$ cat config.mk
export PLATFORM = sky130hd
export DESIGN_NAME = airlock_cycle_controller
export DESIGN_NICKNAME = d
export VERILOG_FILES = /design/src/rtl/airlock_pkg.sv /design/src/rtl/airlock_timer.sv /design/src/rtl/airlock_cycle_controller.sv
export SDC_FILE = /design/constraint.sdc
export NUM_CORES = 1
export LEC_CHECK = 0
export ABC_AREA = 1
export CORE_ASPECT_RATIO = 0.8
export CORE_MARGIN = 4
export CORE_UTILIZATION = 50
export CTS_CLUSTER_DIAMETER = 30
export DETAILED_ROUTE_END_ITERATION = 10
export GPL_TIMING_DRIVEN = 0
export PLACE_DENSITY = 0.7
export REMOVE_ABC_BUFFERS = 1
export SLEW_MARGIN = 40
export SYNTH_ARGS = -nofsm -noshare
export SYNTH_HDL_FRONTEND = slang
export SYNTH_SLANG_ARGS = --single-unit
$ cat constraint.sdc
create_clock -name clock -period 4.6 [get_ports clock]
set_input_delay 1.15 -clock clock [delete_from_list [all_inputs] [get_ports clock]]
set_output_delay 1.15 -clock clock [all_outputs]
set_load 0.005 [all_outputs]
$ cat src/rtl/airlock_pkg.sv
// rtl/airlock_pkg.sv - state encoding, direction constants and output decode for the airlock sequencer
package airlock_pkg;

   typedef enum logic [2:0] {
      ST_IDLE,
      ST_CLOSE_WAIT,
      ST_SETTLE,
      ST_PUMP,
      ST_UNLOCK,
      ST_FAULT
   } state_t;

   localparam logic DIR_ARRIVE = 1'b0;
   localparam logic DIR_DEPART = 1'b1;

   localparam int DEF_CNT_W          = 16;
   localparam int DEF_SETTLE_CYCLES  = 4;
   localparam int DEF_PUMP_CYCLES    = 8;
   localparam int DEF_TIMEOUT_CYCLES = 1000;

   typedef struct packed {
      logic busy;
      logic press;
      logic depress;
      logic id_unlock;
      logic od_unlock;
      logic fault;
   } outs_t;

   // Moore decode of the state being entered; dir selects which pump and which door is driven.
   function automatic outs_t state_outs(state_t s, logic dir);
      outs_t o;
      o.busy      = (s != ST_IDLE);
      o.press     = (s == ST_PUMP)   && (dir == DIR_ARRIVE);
      o.depress   = (s == ST_PUMP)   && (dir == DIR_DEPART);
      o.id_unlock = (s == ST_UNLOCK) && (dir == DIR_ARRIVE);
      o.od_unlock = (s == ST_UNLOCK) && (dir == DIR_DEPART);
      o.fault     = (s == ST_FAULT);
      return o;
   endfunction

endpackage

$ cat src/rtl/airlock_timer.sv
// rtl/airlock_timer.sv - clearable up-counter that saturates at limit, with a terminal compare
module airlock_timer
   import airlock_pkg::*;
#(
   parameter int CNT_W = DEF_CNT_W
) (
   input  logic             clock,
   input  logic             reset,
   input  logic             clr,
   input  logic [CNT_W-1:0] limit,
   output logic             hit
);

   logic [CNT_W-1:0] count;

   always_ff @(posedge clock or negedge reset) begin
      if (!reset) begin
         count <= '0;
      end else if (clr) begin
         count <= '0;
      end else if (count < limit) begin
         count <= count + 1'b1;
      end
   end

   // The cycle in progress is included, so a limit of N fires on the edge ending the Nth cycle after clear.
   assign hit = (count >= limit - 1'b1);

endmodule

$ cat src/rtl/airlock_cycle_controller.sv
// rtl/airlock_cycle_controller.sv - arrival/departure airlock sequencer
// AIRLOCK_TIMEOUT_EN adds a watchdog that faults a stalled CLOSE_WAIT or PUMP.
module airlock_cycle_controller
   import airlock_pkg::*;
#(
   parameter int CNT_W          = DEF_CNT_W,
   parameter int SETTLE_CYCLES  = DEF_SETTLE_CYCLES,
   parameter int PUMP_CYCLES    = DEF_PUMP_CYCLES,
   parameter int TIMEOUT_CYCLES = DEF_TIMEOUT_CYCLES
) (
   input  logic clock,
   input  logic reset,
   input  logic start,
   input  logic direction,
   input  logic odClosed,
   input  logic idClosed,
   input  logic isHighPressure,
   input  logic ack,
   output logic busy,
   output logic startPressurizing,
   output logic startDepressurizing,
   output logic idUnlock,
   output logic odUnlock,
   output logic done,
   output logic fault
);

   localparam logic [CNT_W-1:0] SETTLE_LIM = CNT_W'(SETTLE_CYCLES);
   localparam logic [CNT_W-1:0] PUMP_LIM   = CNT_W'(PUMP_CYCLES);

   state_t           state;
   logic             dir;
   outs_t            outs;
   logic             both_closed;
   logic             target_closed;
   logic             other_closed;
   logic             cnt_clr;
   logic             cnt_hit;
   logic [CNT_W-1:0] cnt_limit;
   logic             wd_timeout;

   assign both_closed   = odClosed & idClosed;
   assign target_closed = (dir == DIR_DEPART) ? odClosed : idClosed;
   assign other_closed  = (dir == DIR_DEPART) ? idClosed : odClosed;

   // Shared timer: free-runs only in SETTLE and PUMP, restarts on the SETTLE->PUMP hand-off.
   assign cnt_clr   = (state == ST_SETTLE) ? cnt_hit : (state != ST_PUMP);
   assign cnt_limit = (state == ST_PUMP) ? PUMP_LIM : SETTLE_LIM;

   airlock_timer #(.CNT_W(CNT_W)) u_cycle_timer (
      .clock (clock),
      .reset (reset),
      .clr   (cnt_clr),
      .limit (cnt_limit),
      .hit   (cnt_hit)
   );

`ifdef AIRLOCK_TIMEOUT_EN
   localparam logic [CNT_W-1:0] TIMEOUT_LIM = CNT_W'(TIMEOUT_CYCLES);
   logic wd_clr;

   assign wd_clr = (state != ST_CLOSE_WAIT) && (state != ST_PUMP);

   airlock_timer #(.CNT_W(CNT_W)) u_watchdog (
      .clock (clock),
      .reset (reset),
      .clr   (wd_clr),
      .limit (TIMEOUT_LIM),
      .hit   (wd_timeout)
   );
`else
   assign wd_timeout = 1'b0;
`endif

   always_ff @(posedge clock or negedge reset) begin
      if (!reset) begin
         state <= ST_IDLE;
         dir   <= DIR_ARRIVE;
         outs  <= '0;
         done  <= 1'b0;
      end else begin
         done <= 1'b0;
         case (state)
            ST_IDLE: begin
               if (start) begin
                  dir   <= direction;
                  state <= ST_CLOSE_WAIT;
                  outs  <= state_outs(ST_CLOSE_WAIT, direction);
               end
            end
            ST_CLOSE_WAIT: begin
               if (wd_timeout) begin
                  state <= ST_FAULT;
                  outs  <= state_outs(ST_FAULT, dir);
               end else if (both_closed) begin
                  state <= ST_SETTLE;
                  outs  <= state_outs(ST_SETTLE, dir);
               end
            end
            ST_SETTLE: begin
               if (!both_closed) begin
                  state <= ST_CLOSE_WAIT;
                  outs  <= state_outs(ST_CLOSE_WAIT, dir);
               end else if (cnt_hit) begin
                  state <= ST_PUMP;
                  outs  <= state_outs(ST_PUMP, dir);
               end
            end
            ST_PUMP: begin
               // A door opening under pump outranks a normal exit on the same edge.
               if (!both_closed || wd_timeout) begin
                  state <= ST_FAULT;
                  outs  <= state_outs(ST_FAULT, dir);
               end else if (cnt_hit && (isHighPressure == ~dir)) begin
                  state <= ST_UNLOCK;
                  outs  <= state_outs(ST_UNLOCK, dir);
               end
            end
            ST_UNLOCK: begin
               if (!other_closed) begin
                  state <= ST_FAULT;
                  outs  <= state_outs(ST_FAULT, dir);
               end else if (!target_closed) begin
                  state <= ST_IDLE;
                  outs  <= state_outs(ST_IDLE, dir);
                  done  <= 1'b1;
               end
            end
            ST_FAULT: begin
               if (ack) begin
                  state <= ST_IDLE;
                  outs  <= state_outs(ST_IDLE, dir);
               end
            end
            default: begin
               state <= ST_IDLE;
               outs  <= '0;
            end
         endcase
      end
   end

   assign busy                = outs.busy;
   assign startPressurizing   = outs.press;
   assign startDepressurizing = outs.depress;
   assign idUnlock            = outs.id_unlock;
   assign odUnlock            = outs.od_unlock;
   assign fault               = outs.fault;

endmodule
==> flow_summary.toml, run 1 <==
[floorplanning]
fp-row-count = 17
ios = 15
start_util = 0.530
core_area_mm2 = 0.00279
die_h_um = 56.6
die_w_um = 68.8
dieArea_mm2 = 0.00389

[routing]
drtIter0Drc = 110
wl_per_cell_um = 11.0
drt_pass1_iterations = 6
vias = 1155
remaining_drc_errors = 0
ant_nets = 0
vias_per_cell = 4.77
wl_um = 2660

[power]
p_per_area_mw_per_mm2 = 471
p_leak_nw = 0.889
ir_drop_mv = 0.222
pwr-share-seq = 0.387
p_sw_uw = 340
netSwitchingFraction = 0.425
intPower_uw = 460
pwr-share-clk = 0.176
power_frac_comb = 0.436

[grt]
grt_max_degree = 28
grt_pass1_vias = 1087
track_usage = 0.153
grt_pass1_wl_um = 4660
grt_antenna_before_repair = 0
overflow = 0

[finish]
layout_common_cells = "nand2_1, inv_1, dfrtp_1"
area_delta_synth_final_pct = 15.0
layout-drive-gt1-share = 0.147
num_antenna_cells = 0
multi_input_area_um2 = 671
nets = 217
seqCellArea_um2 = 676
utilization = 0.610
final_common_cell = "nand2_1"
final.fill_count = 249

[timing]
report.final.slew_viol_count = 0
skew_ns = 0.00263
setup_viol = 0
min_period_ns = 2.30
hold_viol_final = 0
tns_ns = 0
maxSlewHeadroom = 0.591
worstMarginPinSlew_ns = 0.613
finalCritPeriodShare = 0.500
rsz0062_at_grt = "no"
fmax_mhz = 435
holdWs_ns = 0.478

[clocking]
ctsHoldBuffers = 0
numCtsBuffers = 3
clk_pin_slew_ns = 0.10
cts_buffer_depth = 2
insertion_delay_ns = 0.27
cts_tree = "yes"
cts.sinks = 27
cts_setup_buffers = 0
cts-root-buf = "clkbuf_8"
h-tree-depth = 1
cts_resized = 0

[place]
dp_hpwl_um = 1960
gp_congestion = 0.884
io_buffer_count = 14

[hold_path]
hp-class = "reg2reg"
min_from = "busy"

[synthesis]
synth-seq-area-share = 0.457
yosysWarnings = 0
netlist_instances = 187
synth_cell_types = 22
postSynthAreaPerCell_um2 = 7.90
yosys_register_bits = 27
syn-cell-area_mm2 = 0.00148

[worst_setup_path]
required_ns = 4.82
critPathCaptureType = "flop"
cp-start-kind = "input pin"
cp.arrival_ns = 2.52
critical_path_class = "in2reg"
r2r-start = "state[0]"
path_max_fanout = 9
startpoint = "odClosed"

[flow_run]
max_cap_viol_count = 0

[run_status]
status = "completed"
stage by stage:
stage          setup slack (ns)  cell area (um^2)  std cells  power [mW]
2_1_floorplan              2.66              1470        186       0.567
3_3_place_gp               2.01              1650        238       0.659
3_5_place_dp               2.00              1650        238       0.667
4_1_cts                    2.29              1700        242       0.810
5_1_grt                    2.17              1700        242       0.866
6_report                   2.30              1700        242       0.799
cells in the mapped netlist, drive strengths merged:
library cell	instances	share of area
nor2	41	0.14
inv	32	0.081
dfrtp	27	0.46
buf	1	0.0076
nand3	10	0.054
nand3b	1	0.0051
nor3	1	0.0034
a21oi	1	0.0034
o21bai	1	0.0051
and2	1	0.0042
nand2	56	0.15
ha	4	0.034
nand4	9	0.038
xor2	1	0.0059
o21ai	1	0.0034
per-layer routing:
metal | up-vias | part of all wire | GRT usage
met4 | 0 | 0.013 | 0.0306
met5 | - | 0 | 0
li1 | 601 | - | -
met1 | 524 | 0.49 | 0.208
met3 | 6 | 0.051 | 0.0440
met2 | 24 | 0.45 | 0.241
cells by family after synthesis:
group / count (synthesis) / synth area share
DFF: 27 / 0.457
buffers and inverters: 33 / 0.0889
adders and majority gates: 4 / 0.0339
and+or+nand+nor: 119 / 0.402
AOI/OAI and AO/OA: 3 / 0.0118
xor gates and xnor gates: 1 / 0.00593
critical path, stage by stage:
cell,delay (ns)
clkdlybuf4s50_1,0.48
nand2_1,0.11
inv_2,0.11
nand3_1,0.16
nand2_2,0.12
nand3_4,0.13
nand3_4,0.14
nand2_1,0.07
nand2_1,0.06
final timing paths:
kind,endpoint,slack [ns],cells after the start
min in group asynchronous,done,0.87,1
hold / removal,busy,0.48,2
setup reg to reg,u_cycle_timer.count[0],2.52,12
max in group asynchronous,u_cycle_timer.count[9],3.32,1
hold reg to reg,busy,0.48,2
setup / recovery,odUnlock,2.30,9
registers in the layout, indices dropped and copies added, names as in the netlist:
| signal | cells |
|---|---|
| state | 3 |
| fault | 1 |
| odUnlock | 1 |
| startDepressurizing | 1 |
| busy | 1 |
| startPressurizing | 1 |
| idUnlock | 1 |
| done | 1 |
| dir | 1 |
| u_cycle_timer.count | 16 |
layout make-up:
type                    count  share of cell area
repair buffers             14              0.0795
flip-flops and latches     27               0.398
multi-input cells         127               0.395
clock inverters             1             0.00515
clock buffers               3              0.0243
inverters                  32              0.0707
well taps                  38              0.0280
power groups by stage:
stage               Sequential (mW)  Clock, mW  Combinational, mW
global placement              0.313          0              0.346
global route                  0.314      0.155              0.396
detailed placement            0.313          0              0.353
CTS                           0.309      0.146              0.355
floorplan                     0.306          0              0.261
finish                        0.310      0.141              0.349
(Power assumes the default switching activity.)
==> inputs of run 2 (changes only) <==
==> constraint.sdc (replaced) <==
create_clock -name clock -period 2.39 [get_ports clock]
set_input_delay 0.5975 -clock clock [delete_from_list [all_inputs] [get_ports clock]]
set_output_delay 0.5975 -clock clock [all_outputs]
set_load 0.005 [all_outputs]
==> results of run 2 <==
The final DEF is identical to that of run 1. Status: completed.
Main changes from that run: setup slack after placement 2.00 ns -> 0.337 ns; setup slack after layout 2.30 ns -> 0.312 ns; hold slack 0.478 ns -> 0.320 ns; start point of the critical path odClosed -> state[0]; end point of the critical path odUnlock -> u_cycle_timer.count[0]; register-to-register setup slack 2.52 ns -> 0.31 ns; total power 0.799 mW -> 1.54 mW; worst IR drop on VDD 0.222 mV -> 0.427 mV
